==> src/rtl/mem_io_bridge_pkg.sv <==
// Shared address map and encodings for the memory/IO bridge.
// Used by the bridge RTL and by the software test images.
package mem_io_bridge_pkg;

  localparam int unsigned RAM_WORDS_DEF = 512;
  localparam logic [31:0] IO_BASE_ADDR  = 32'hFFFF_FF00;

  // I/O register byte offsets from the I/O base
  localparam logic [31:0] OFS_SWITCH = 32'h0000_0000;
  localparam logic [31:0] OFS_LED    = 32'h0000_0004;
  localparam logic [31:0] OFS_CYCLE  = 32'h0000_0008;

  // First byte address past the RAM window for the default depth
  localparam logic [31:0] RAM_LIMIT  = 32'h0000_0800;

  typedef enum logic [1:0] {
    ST_IDLE = 2'd0,
    ST_ACC  = 2'd1,
    ST_RESP = 2'd2
  } state_t;

  typedef enum logic [2:0] {
    RG_RAM    = 3'd0,
    RG_SWITCH = 3'd1,
    RG_LED    = 3'd2,
    RG_CYCLE  = 3'd3,
    RG_NONE   = 3'd4
  } region_t;

  // Region decode of a byte address; the low two bits are ignored so a
  // misaligned access lands on the word that contains it.
  function automatic region_t decode_region(input logic [31:0] addr,
                                            input logic [31:0] io_base,
                                            input logic [31:0] ram_bytes);
    logic [31:0] a;
    a = {addr[31:2], 2'b00};
    if (a < ram_bytes)                   return RG_RAM;
    else if (a == io_base + OFS_SWITCH)  return RG_SWITCH;
    else if (a == io_base + OFS_LED)     return RG_LED;
    else if (a == io_base + OFS_CYCLE)   return RG_CYCLE;
    else                                 return RG_NONE;
  endfunction

endpackage

==> src/rtl/mem_io_bridge_io_regs.sv <==
// Memory-mapped I/O registers: LED register, free-running cycle counter
// and the read mux, with the read value captured at the end of ACC.
// Ports:
//   clk, rst      clock, async active-high reset
//   acc           bridge is in its ACC cycle (writes/capture happen on its exit edge)
//   we            latched write flag of the current access
//   region        latched region decode of the current access
//   wdata         low bits of the latched write data (LED payload)
//   switch        board switches
//   led           LED register
//   rdata         captured I/O read value
module mem_io_bridge_io_regs
  import mem_io_bridge_pkg::*;
(
  input  logic        clk,
  input  logic        rst,
  input  logic        acc,
  input  logic        we,
  input  region_t     region,
  input  logic [3:0]  wdata,
  input  logic [6:0]  switch,
  output logic [3:0]  led,
  output logic [31:0] rdata
);

  logic [31:0] cycle;
  logic [31:0] rd_c;

  // Read mux over the I/O registers; unmapped and RAM regions read 0 here
  always_comb begin
    rd_c = '0;
    case (region)
      RG_SWITCH: rd_c = {25'b0, switch};
      RG_LED:    rd_c = {28'b0, led};
      RG_CYCLE:  rd_c = cycle;
      default:   rd_c = '0;
    endcase
  end

  // Counter: clearing write wins over the increment
  always_ff @(posedge clk or posedge rst) begin
    if (rst) begin
      cycle <= '0;
    end else if (acc && we && (region == RG_CYCLE)) begin
      cycle <= '0;
    end else begin
      cycle <= 32'(cycle + 32'd1);
    end
  end

  // LED write and read capture, both on the ACC exit edge
  always_ff @(posedge clk or posedge rst) begin
    if (rst) begin
      led   <= '0;
      rdata <= '0;
    end else if (acc) begin
      if (we && (region == RG_LED)) led <= wdata;
      if (!we)                      rdata <= rd_c;
    end
  end

endmodule

==> src/rtl/mem_io_bridge.sv <==
// Memory/IO bridge: fixed 3-cycle request/ready handshake from the CPU to a
// synchronous block RAM and a small I/O register window.
// Ports:
//   clk, rst               clock, async active-high reset
//   cpu_req/we/addr/wdata  CPU access request (req held until cpu_ready)
//   cpu_rdata, cpu_ready   read data (0 unless ready) and completion pulse
//   ram_addr/we/wdata      block RAM port (word address, write strobe, data)
//   ram_rdata              RAM read data, one cycle after ram_addr is sampled
//   switch                 board switches (read-only)
//   led                    LED register
//   err                    sticky unmapped/misaligned access flag
module mem_io_bridge
  import mem_io_bridge_pkg::*;
#(
  parameter int unsigned RAM_WORDS = RAM_WORDS_DEF,
  parameter logic [31:0] IO_BASE   = IO_BASE_ADDR
) (
  input  logic                         clk,
  input  logic                         rst,
  input  logic                         cpu_req,
  input  logic                         cpu_we,
  input  logic [31:0]                  cpu_addr,
  input  logic [31:0]                  cpu_wdata,
  output logic [31:0]                  cpu_rdata,
  output logic                         cpu_ready,
  output logic [$clog2(RAM_WORDS)-1:0] ram_addr,
  output logic                         ram_we,
  output logic [31:0]                  ram_wdata,
  input  logic [31:0]                  ram_rdata,
  input  logic [6:0]                   switch,
  output logic [3:0]                   led,
  output logic                         err
);

  localparam int unsigned AW        = $clog2(RAM_WORDS);
  localparam logic [31:0] RAM_BYTES = 32'(RAM_WORDS * 4);

  state_t      state;
  region_t     region;
  region_t     region_dec_c;
  logic        acc_we;
  logic        acc_c;
  logic [31:0] io_rdata;

  assign region_dec_c = decode_region(cpu_addr, IO_BASE, RAM_BYTES);
  assign acc_c        = (state == ST_ACC);

  // Bridge FSM; the whole access is latched on the IDLE->ACC edge
  always_ff @(posedge clk or posedge rst) begin
    if (rst) begin
      state     <= ST_IDLE;
      region    <= RG_NONE;
      acc_we    <= 1'b0;
      ram_addr  <= '0;
      ram_wdata <= '0;
      ram_we    <= 1'b0;
      cpu_ready <= 1'b0;
      err       <= 1'b0;
    end else begin
      case (state)
        ST_IDLE: begin
          cpu_ready <= 1'b0;
          if (cpu_req) begin
            state     <= ST_ACC;
            region    <= region_dec_c;
            acc_we    <= cpu_we;
            ram_addr  <= cpu_addr[AW+1:2];
            ram_wdata <= cpu_wdata;
            ram_we    <= cpu_we && (region_dec_c == RG_RAM);
            if ((cpu_addr[1:0] != 2'b00) || (region_dec_c == RG_NONE)) err <= 1'b1;
          end
        end
        ST_ACC: begin
          ram_we    <= 1'b0;
          cpu_ready <= 1'b1;
          state     <= ST_RESP;
        end
        ST_RESP: begin
          cpu_ready <= 1'b0;
          state     <= ST_IDLE;
        end
        default: begin
          ram_we    <= 1'b0;
          cpu_ready <= 1'b0;
          state     <= ST_IDLE;
        end
      endcase
    end
  end

  // RAM data arrives during RESP straight from the RAM, so it is muxed here
  always_comb begin
    cpu_rdata = '0;
    if (cpu_ready) cpu_rdata = (region == RG_RAM) ? ram_rdata : io_rdata;
  end

  mem_io_bridge_io_regs u_io (
    .clk    (clk),
    .rst    (rst),
    .acc    (acc_c),
    .we     (acc_we),
    .region (region),
    .wdata  (ram_wdata[3:0]),
    .switch (switch),
    .led    (led),
    .rdata  (io_rdata)
  );

endmodule
==> config.mk <==
export PLATFORM = sky130hd
export DESIGN_NAME = mem_io_bridge
export DESIGN_NICKNAME = d
export VERILOG_FILES = /design/src/rtl/mem_io_bridge_pkg.sv /design/src/rtl/mem_io_bridge_io_regs.sv /design/src/rtl/mem_io_bridge.sv
export SDC_FILE = /design/constraint.sdc
export NUM_CORES = 1
export LEC_CHECK = 0
export ABC_CLOCK_PERIOD_IN_PS = 3700
export CAP_MARGIN = 20
export CORE_MARGIN = 8
export CORE_UTILIZATION = 42
export DETAILED_ROUTE_END_ITERATION = 10
export PLACE_DENSITY = 0.77
export SLEW_MARGIN = 25
export SYNTH_ARGS = -nofsm -noshare
export SYNTH_HDL_FRONTEND = slang
export SYNTH_SLANG_ARGS = --single-unit
==> constraint.sdc <==
create_clock -name clk -period 3.7 [get_ports clk]
set_clock_uncertainty 0.15 [all_clocks]
set_input_delay 0.74 -clock clk [delete_from_list [all_inputs] [get_ports clk]]
set_output_delay 0.74 -clock clk [all_outputs]
set_load 0.02 [all_outputs]
==> results.ini, run 1 <==
[run_status]
status=finished, final reports clean

[global_routing]
overflow=0
grt_use_total=0.197
grt_pass1_wl_um=27500
antenna_found_initial=0
grt_pass1_vias=5544
grt_max_degree=53

[layout]
syn2layout_area_growth_pct=48.0
fill_cells=1051
fin_util=0.630
nets=898
multiInputGateArea_mm2=0.00245
layout.cells.non_filler=978
drive_gt1_frac=0.0686
num_antenna_cells=0
seq_area_mm2=0.00296

[routing]
ant_nets=0
route.final.wire_length_um=16400
wl_met2_um=8110
highest_layer=met4
avgViaCountPerCell=5.21
vias=5093
met3_length_um=1980
drt-met1-wl_um=6150
firstDrtPassIters=6
drt_iter0_drc=332
wire_per_inst_um=16.8
drc=0

[synthesis]
synthXorXnorAreaFrac=0.0173
synth_simple_gate_area_frac=0.253
synthAdderAreaFrac=0.00225
synthMuxAreaShare=0.0252
yosys_warnings=0
synthArstFlopShare=1.00
synth_nets=718
syn-cell-area_mm2=0.00557
synth_flop_cell=dfrtp_1
ys_seq_elements=118
synthCells=610
synth_compound_area_frac=0.142
synth_cell_types=38
synth_seq_area_share=0.530
synth_top_family_by_area=simple AND/OR/NAND/NOR gates
avgSynthCellArea_um2=9.13
synth-edff-count=0

[power_and_ir_drop]
max-vdd-ir-drop_v=0.000334
seqPwrFrac=0.363
p_total_mw=4.12
clockPowerShare=0.422
powerDensity_mw_per_mm2=500
pwr-share-comb=0.214
cellLeakagePower_nw=3.50
power.internal_mw=3.01
p_sw_frac=0.269
switching_power_mw=1.11

[sta]
slew_headroom=0.417
fmax_ghz=0.302
rsz0062_at_grt=false
drv_slew=0
finalWorstSetupSlack_ns=0.391
tightestPinTransition_ns=0.874
fin_crit_sh=0.894
setup_viol=0
setup-tns-final_ns=0
hold_violations=0
min_period_ns=3.31

[critical_path]
path_common_cell=nand2_1
ff2ff_setup_slack_ns=1.15
cp_slowest_cell=clkdlybuf4s50_1
arrival_ns=2.42
reg2reg_from=u_io.cycle[0]
criticalPathCategory=flop to output port
worstPathCellList=inv_1 -> nand2_1 -> buf_4 -> nand2_1 -> a21boi_0 -> clkdlybuf4s50_1
critPathLaunch=region[1]
rr_worst_depth=5
r2r_end=u_io.cycle[30]
crit_fanout=32
cp-end-kind=output port
max_stage_delay_ns=0.65
worstSetupStartpointType=flop
cp.required_ns=2.81

[min_path]
hold_depth=2
worstHoldEndpoint=ram_addr[7]
hold_class=flop to flop
hp-start=ram_addr[7]

[floorplanning]
initial_core_util=0.426
die_area_mm2=0.0172
die_x_um=131
ios=187
core-area_mm2=0.0131
die_h_um=131
rows=42

[placement]
gp_congestion=0.836
io_buffers=186
dp_cells=946
pre_cts_slack_ns=0.594
dp_hpwl_um=12400

[clock_tree]
cts_root_buf=clkbuf_16
clkTransAtPathRegs_ns=0.05
clock_path_buffers=2
clk_latency_ns=0.41
clock-sinks=118
cts_max_level=4
cts_tree=yes
cts_setup_buffers=0
cts_inserted_buffers=17

[job]
maxCapViolations=0

-- power groups by stage --
stage | clock network, mW | logic, mW | registers [mW]
final | 1.74 | 0.883 | 1.50
after global routing | 1.84 | 0.964 | 1.51
after CTS | 1.77 | 0.900 | 1.50
after detailed placement | 0 | 0.895 | 1.52
after global placement | 0 | 0.884 | 1.51
after floorplan | 0 | 0.286 | 1.63
-- metal layers --
| metal | vias to the layer above | global-route usage |
|---|---|---|
| met3 | 12 | 0.111 |
| met4 | 0 | 0.0697 |
| met5 | - | 0 |
| met1 | 2406 | 0.198 |
| met2 | 214 | 0.334 |
| li1 | 2461 | - |
-- worst max path at each step --
stage / endpoint
after floorplan: cpu_rdata[10]
after global placement: cpu_rdata[31]
after detailed placement: cpu_rdata[27]
after CTS: cpu_rdata[27]
after global routing: cpu_rdata[14]
final: cpu_rdata[27]
-- what timing repair did --
action	CTS	global route
gates resized for setup	0	1
setup endpoints to repair	0	1
hold buffers	0	0
-- synthesized netlist by cell type (2+ instances only) --
| cell | number | area [um2] |
|---|---|---|
| or4_1 | 12 | 90.1 |
| nor2_1 | 18 | 67.6 |
| or3_1 | 10 | 62.6 |
| nor2b_1 | 3 | 18.8 |
| a21oi_1 | 19 | 95.1 |
| o21ai_0 | 15 | 75.1 |
| nand4_1 | 11 | 68.8 |
| buf_1 | 4 | 15.0 |
| a21boi_0 | 32 | 240 |
| xor2_1 | 4 | 35.0 |
| dfrtp_1 | 117 | 2930 |
| nor3_1 | 8 | 40.0 |
| and4_1 | 3 | 26.3 |
| mux2i_1 | 5 | 50.1 |
| nand4b_1 | 2 | 17.5 |
| nand3_1 | 11 | 55.1 |
| nand2b_1 | 4 | 25.0 |
| inv_1 | 9 | 33.8 |
| nand2_1 | 213 | 800 |
| o31ai_1 | 10 | 75.1 |
| clkbuf_1 | 27 | 101 |
| buf_2 | 3 | 15.0 |
| and2_1 | 4 | 25.0 |
| nor4_1 | 7 | 43.8 |
| a22o_1 | 33 | 289 |
| mux2_2 | 8 | 90.1 |
| xnor2_1 | 7 | 61.3 |
-- kinds of logic (layout without fill, tap and decap cells) --
| group | Yosys count | after routing |
|---|---|---|
| mux | 13 | 13 |
| compound gates | 111 | 111 |
| flops | 118 | 118 |
| buf+inv | 44 | 236 |
| xor+xnor | 11 | 11 |
| fa+ha+maj | 1 | 1 |
| simple gates | 312 | 312 |
-- cell type report --
type | count | area share
clock buffers | 22 | 0.0587
clock inverters | 9 | 0.0179
inverters | 10 | 0.00501
multi-input cells | 448 | 0.297
flip-flops and latches | 118 | 0.358
well taps | 176 | 0.0267
repair buffers | 195 | 0.236
-- placed cells by master, fill, tap and decap left out, types with 2 or more instances in the layout --
| cell type | count |
|---|---|
| and2_1 | 4 |
| nor2b_1 | 3 |
| xor2_1 | 4 |
| bufinv_16 | 4 |
| nand3_1 | 11 |
| nor3_1 | 7 |
| nand2b_1 | 4 |
| buf_4 | 7 |
| and4_1 | 3 |
| nand4_1 | 11 |
| mux2_2 | 8 |
| mux2i_1 | 5 |
| a21oi_1 | 19 |
| clkinvlp_4 | 2 |
| nand2_1 | 213 |
| nand4b_1 | 2 |
| clkbuf_16 | 17 |
| nor2_1 | 18 |
| nor4_1 | 7 |
| clkbuf_8 | 4 |
| o31ai_1 | 10 |
| or3_1 | 10 |
| inv_1 | 8 |
| xnor2_1 | 7 |
| clkinv_2 | 4 |
| dfrtp_1 | 116 |
| o21ai_0 | 15 |
| a21boi_0 | 32 |
| or4_1 | 12 |
| clkdlybuf4s50_1 | 186 |
| a22o_1 | 33 |
-- worst max-delay path, delay by kind of cell (launching register included) --
| kind | cells | cell delay [ns] |
|---|---|---|
| buffers and inverters | 3 | 1.10 |
| DFF | 1 | 0.52 |
| AOI/OAI and AO/OA | 1 | 0.20 |
| and+or+nand+nor | 2 | 0.17 |
-- state kept, by name, summed over array words and instances (netlist names) --
name / cells
acc_we: 1
cpu_ready: 1
err: 1
ram_addr: 9
ram_wdata: 32
ram_we: 1
region: 3
state: 2
u_io.cycle: 32
u_io.led: 4
u_io.rdata: 32
-- stage by stage --
step,hold WS [ns],area [um2]
2_1_floorplan,0.296,5570
3_3_place_gp,0.307,7600
3_5_place_dp,0.312,7600
4_1_cts,0.325,8230
5_1_grt,0.345,8250
6_report,0.321,8250
(Power assumes the default switching activity.)
==> run 2: changes to the inputs <==
--- a/config.mk
+++ b/config.mk
@@ -6,7 +6,7 @@
 export NUM_CORES = 1
 export LEC_CHECK = 0
 export ABC_CLOCK_PERIOD_IN_PS = 3700
-export CAP_MARGIN = 20
+export CAP_MARGIN = 40
 export CORE_MARGIN = 8
 export CORE_UTILIZATION = 42
 export DETAILED_ROUTE_END_ITERATION = 10
==> run 2 against run 1 <==
Against the previous run:
- global-route usage about the same
- worst setup slack got worse by 0.042 ns
- combinational power up 1%
- clock power hardly changed
- sequential cell count stayed put
- count of clock-buffer cells in the layout stayed put
- sequential power barely moved
- critical path type unchanged
- largest power group unchanged
- highest routed layer unchanged
==> results.ini, run 2 (same netlist as run 1, synthesis figures left out) <==
[clock_tree]
cts_tree=yes
cts_max_level=4
holdBufCountCts=0
cts_inserted_buffers=17
clock-sinks=118
cts_root_buf=clkbuf_16
clock_path_buffers=2
clkTransAtPathRegs_ns=0.05
cts_resized=0
cts_setup_buffers=0
clk_latency_ns=0.42

[power_and_ir_drop]
max-vdd-ir-drop_v=0.000323
powerDensity_mw_per_mm2=499
cellLeakagePower_nw=3.51

[layout]
syn2layout_area_growth_pct=48.2
final_cell_mix=nand2_1, clkdlybuf4s50_1, dfrtp_1
layout.cells.non_filler=980
reg_top3=ram_wdata x32, u_io.cycle x32, u_io.rdata x32
fill_cells=1057
num_antenna_cells=0
final_common_cell=nand2_1
nets=899
drive_gt1_frac=0.0697

[sta]
tightestPinTransition_ns=0.674
hold_ws_ns=0.322
fmax_ghz=0.298
setup-tns-final_ns=0
setup_viol=0
rsz0062_at_grt=false
slew_headroom=0.550
fin_crit_sh=0.906
min_period_ns=3.35
drv_slew=0
hold_violations=0

[critical_path]
endpoint=cpu_rdata[11]
crit_fanout=32
worstPathCellList=inv_1 -> nand2_1 -> buf_4 -> nand2_1 -> a21boi_0 -> clkdlybuf4s50_1
r2r_end=u_io.cycle[28]
critPathLaunch=region[1]
arrival_ns=2.46
cp_num_cells=6
path_common_cell=nand2_1
worst-path-buf-inv=3
criticalPathCategory=flop to output port
reg2reg_from=u_io.cycle[0]
rr_worst_depth=5
cp.required_ns=2.81
crit_family=buffers and inverters
max_stage_delay_ns=0.64
worstSetupStartpointType=flop
ff2ff_setup_slack_ns=1.11
cp_slowest_cell=clkdlybuf4s50_1
cp-end-kind=output port

[placement]
dp_hpwl_um=12500
dp_cells=947
gp_congestion=0.836
io_buffers=186

[run_status]
status=finished, final reports clean

[floorplanning]
die_h_um=131
core-area_mm2=0.0131
initial_core_util=0.426
die_area_mm2=0.0172
ios=187
rows=42
die_x_um=131

[global_routing]
grt_pass1_vias=5570
grt_max_degree=53
grt_use_total=0.197
grt_pass1_wl_um=27700
antenna_found_initial=0
overflow=0

[routing]
drc=0
ant_nets=0
route.final.wire_length_um=16500
vias=5108
wire_per_inst_um=16.8
drt_iter0_drc=328
firstDrtPassIters=4
avgViaCountPerCell=5.21

[min_path]
hold_class=flop to flop

[job]
maxCapViolations=0

[run 2: changes by cell type in the layout (fill, tap and decap cells not counted), sizes merged]
| cell | before | now |
|---|---|---|
| clkinv | 4 | 5 |
| buf | 9 | 10 |
[run 2: layout make-up]
type                            instances  area, um2  share of cell area
Clock buffer                           22        474              0.0574
Clock inverter                         10        153              0.0185
Inverter                               10       41.3             0.00500
Multi-Input combinational cell        448       2450               0.297
Sequential cell                       118       2960               0.358
Tap cell                              176        220              0.0267
Timing Repair Buffer                  196       1960               0.237
[run 2: power breakdown]
group	switching, mW	internal [mW]
clock	0.562	1.17
combinational	0.479	0.416
sequential	0.0761	1.41
[run 2: tightest hold or removal path, cell delays in order (launching register included)]
cell	delay (ns)
dfrtp_1	0.34
nand2_1	0.05
nand2_1	0.05
[run 2: worst min-delay path by stage]
stage,slack (ns),depth (start not counted),startpoint,end
after floorplan,0.30,1,state[0],ram_we
after global placement,0.31,2,ram_wdata[22],ram_wdata[22]
after detailed placement,0.31,2,ram_wdata[19],ram_wdata[19]
after CTS,0.33,2,ram_addr[7],ram_addr[7]
after global routing,0.35,2,ram_addr[0],ram_addr[0]
final,0.32,2,ram_addr[7],ram_addr[7]
[run 2: metrics by stage]
stage / setup slack [ns] / area, um2 / utilization / total power [mW]
finish: 0.349 / 8260 / 0.631 / 4.12
global route: 0.173 / 8260 / 0.631 / 4.31
CTS: 0.117 / 8240 / 0.630 / 4.16
detailed placement: 0.580 / 7610 / 0.582 / 2.41
global placement: 0.656 / 7600 / 0.581 / 2.39
floorplan: 0.995 / 5570 / - / 1.92
[run 2: metal layers]
layer / share of wire / wire length (um) / track usage
met3: 0.12 / 2020 / 0.0998
met4: 0.021 / 342 / 0.0820
met2: 0.49 / 8040 / 0.334
met1: 0.37 / 6100 / 0.201
met5: 0 / 0 / 0
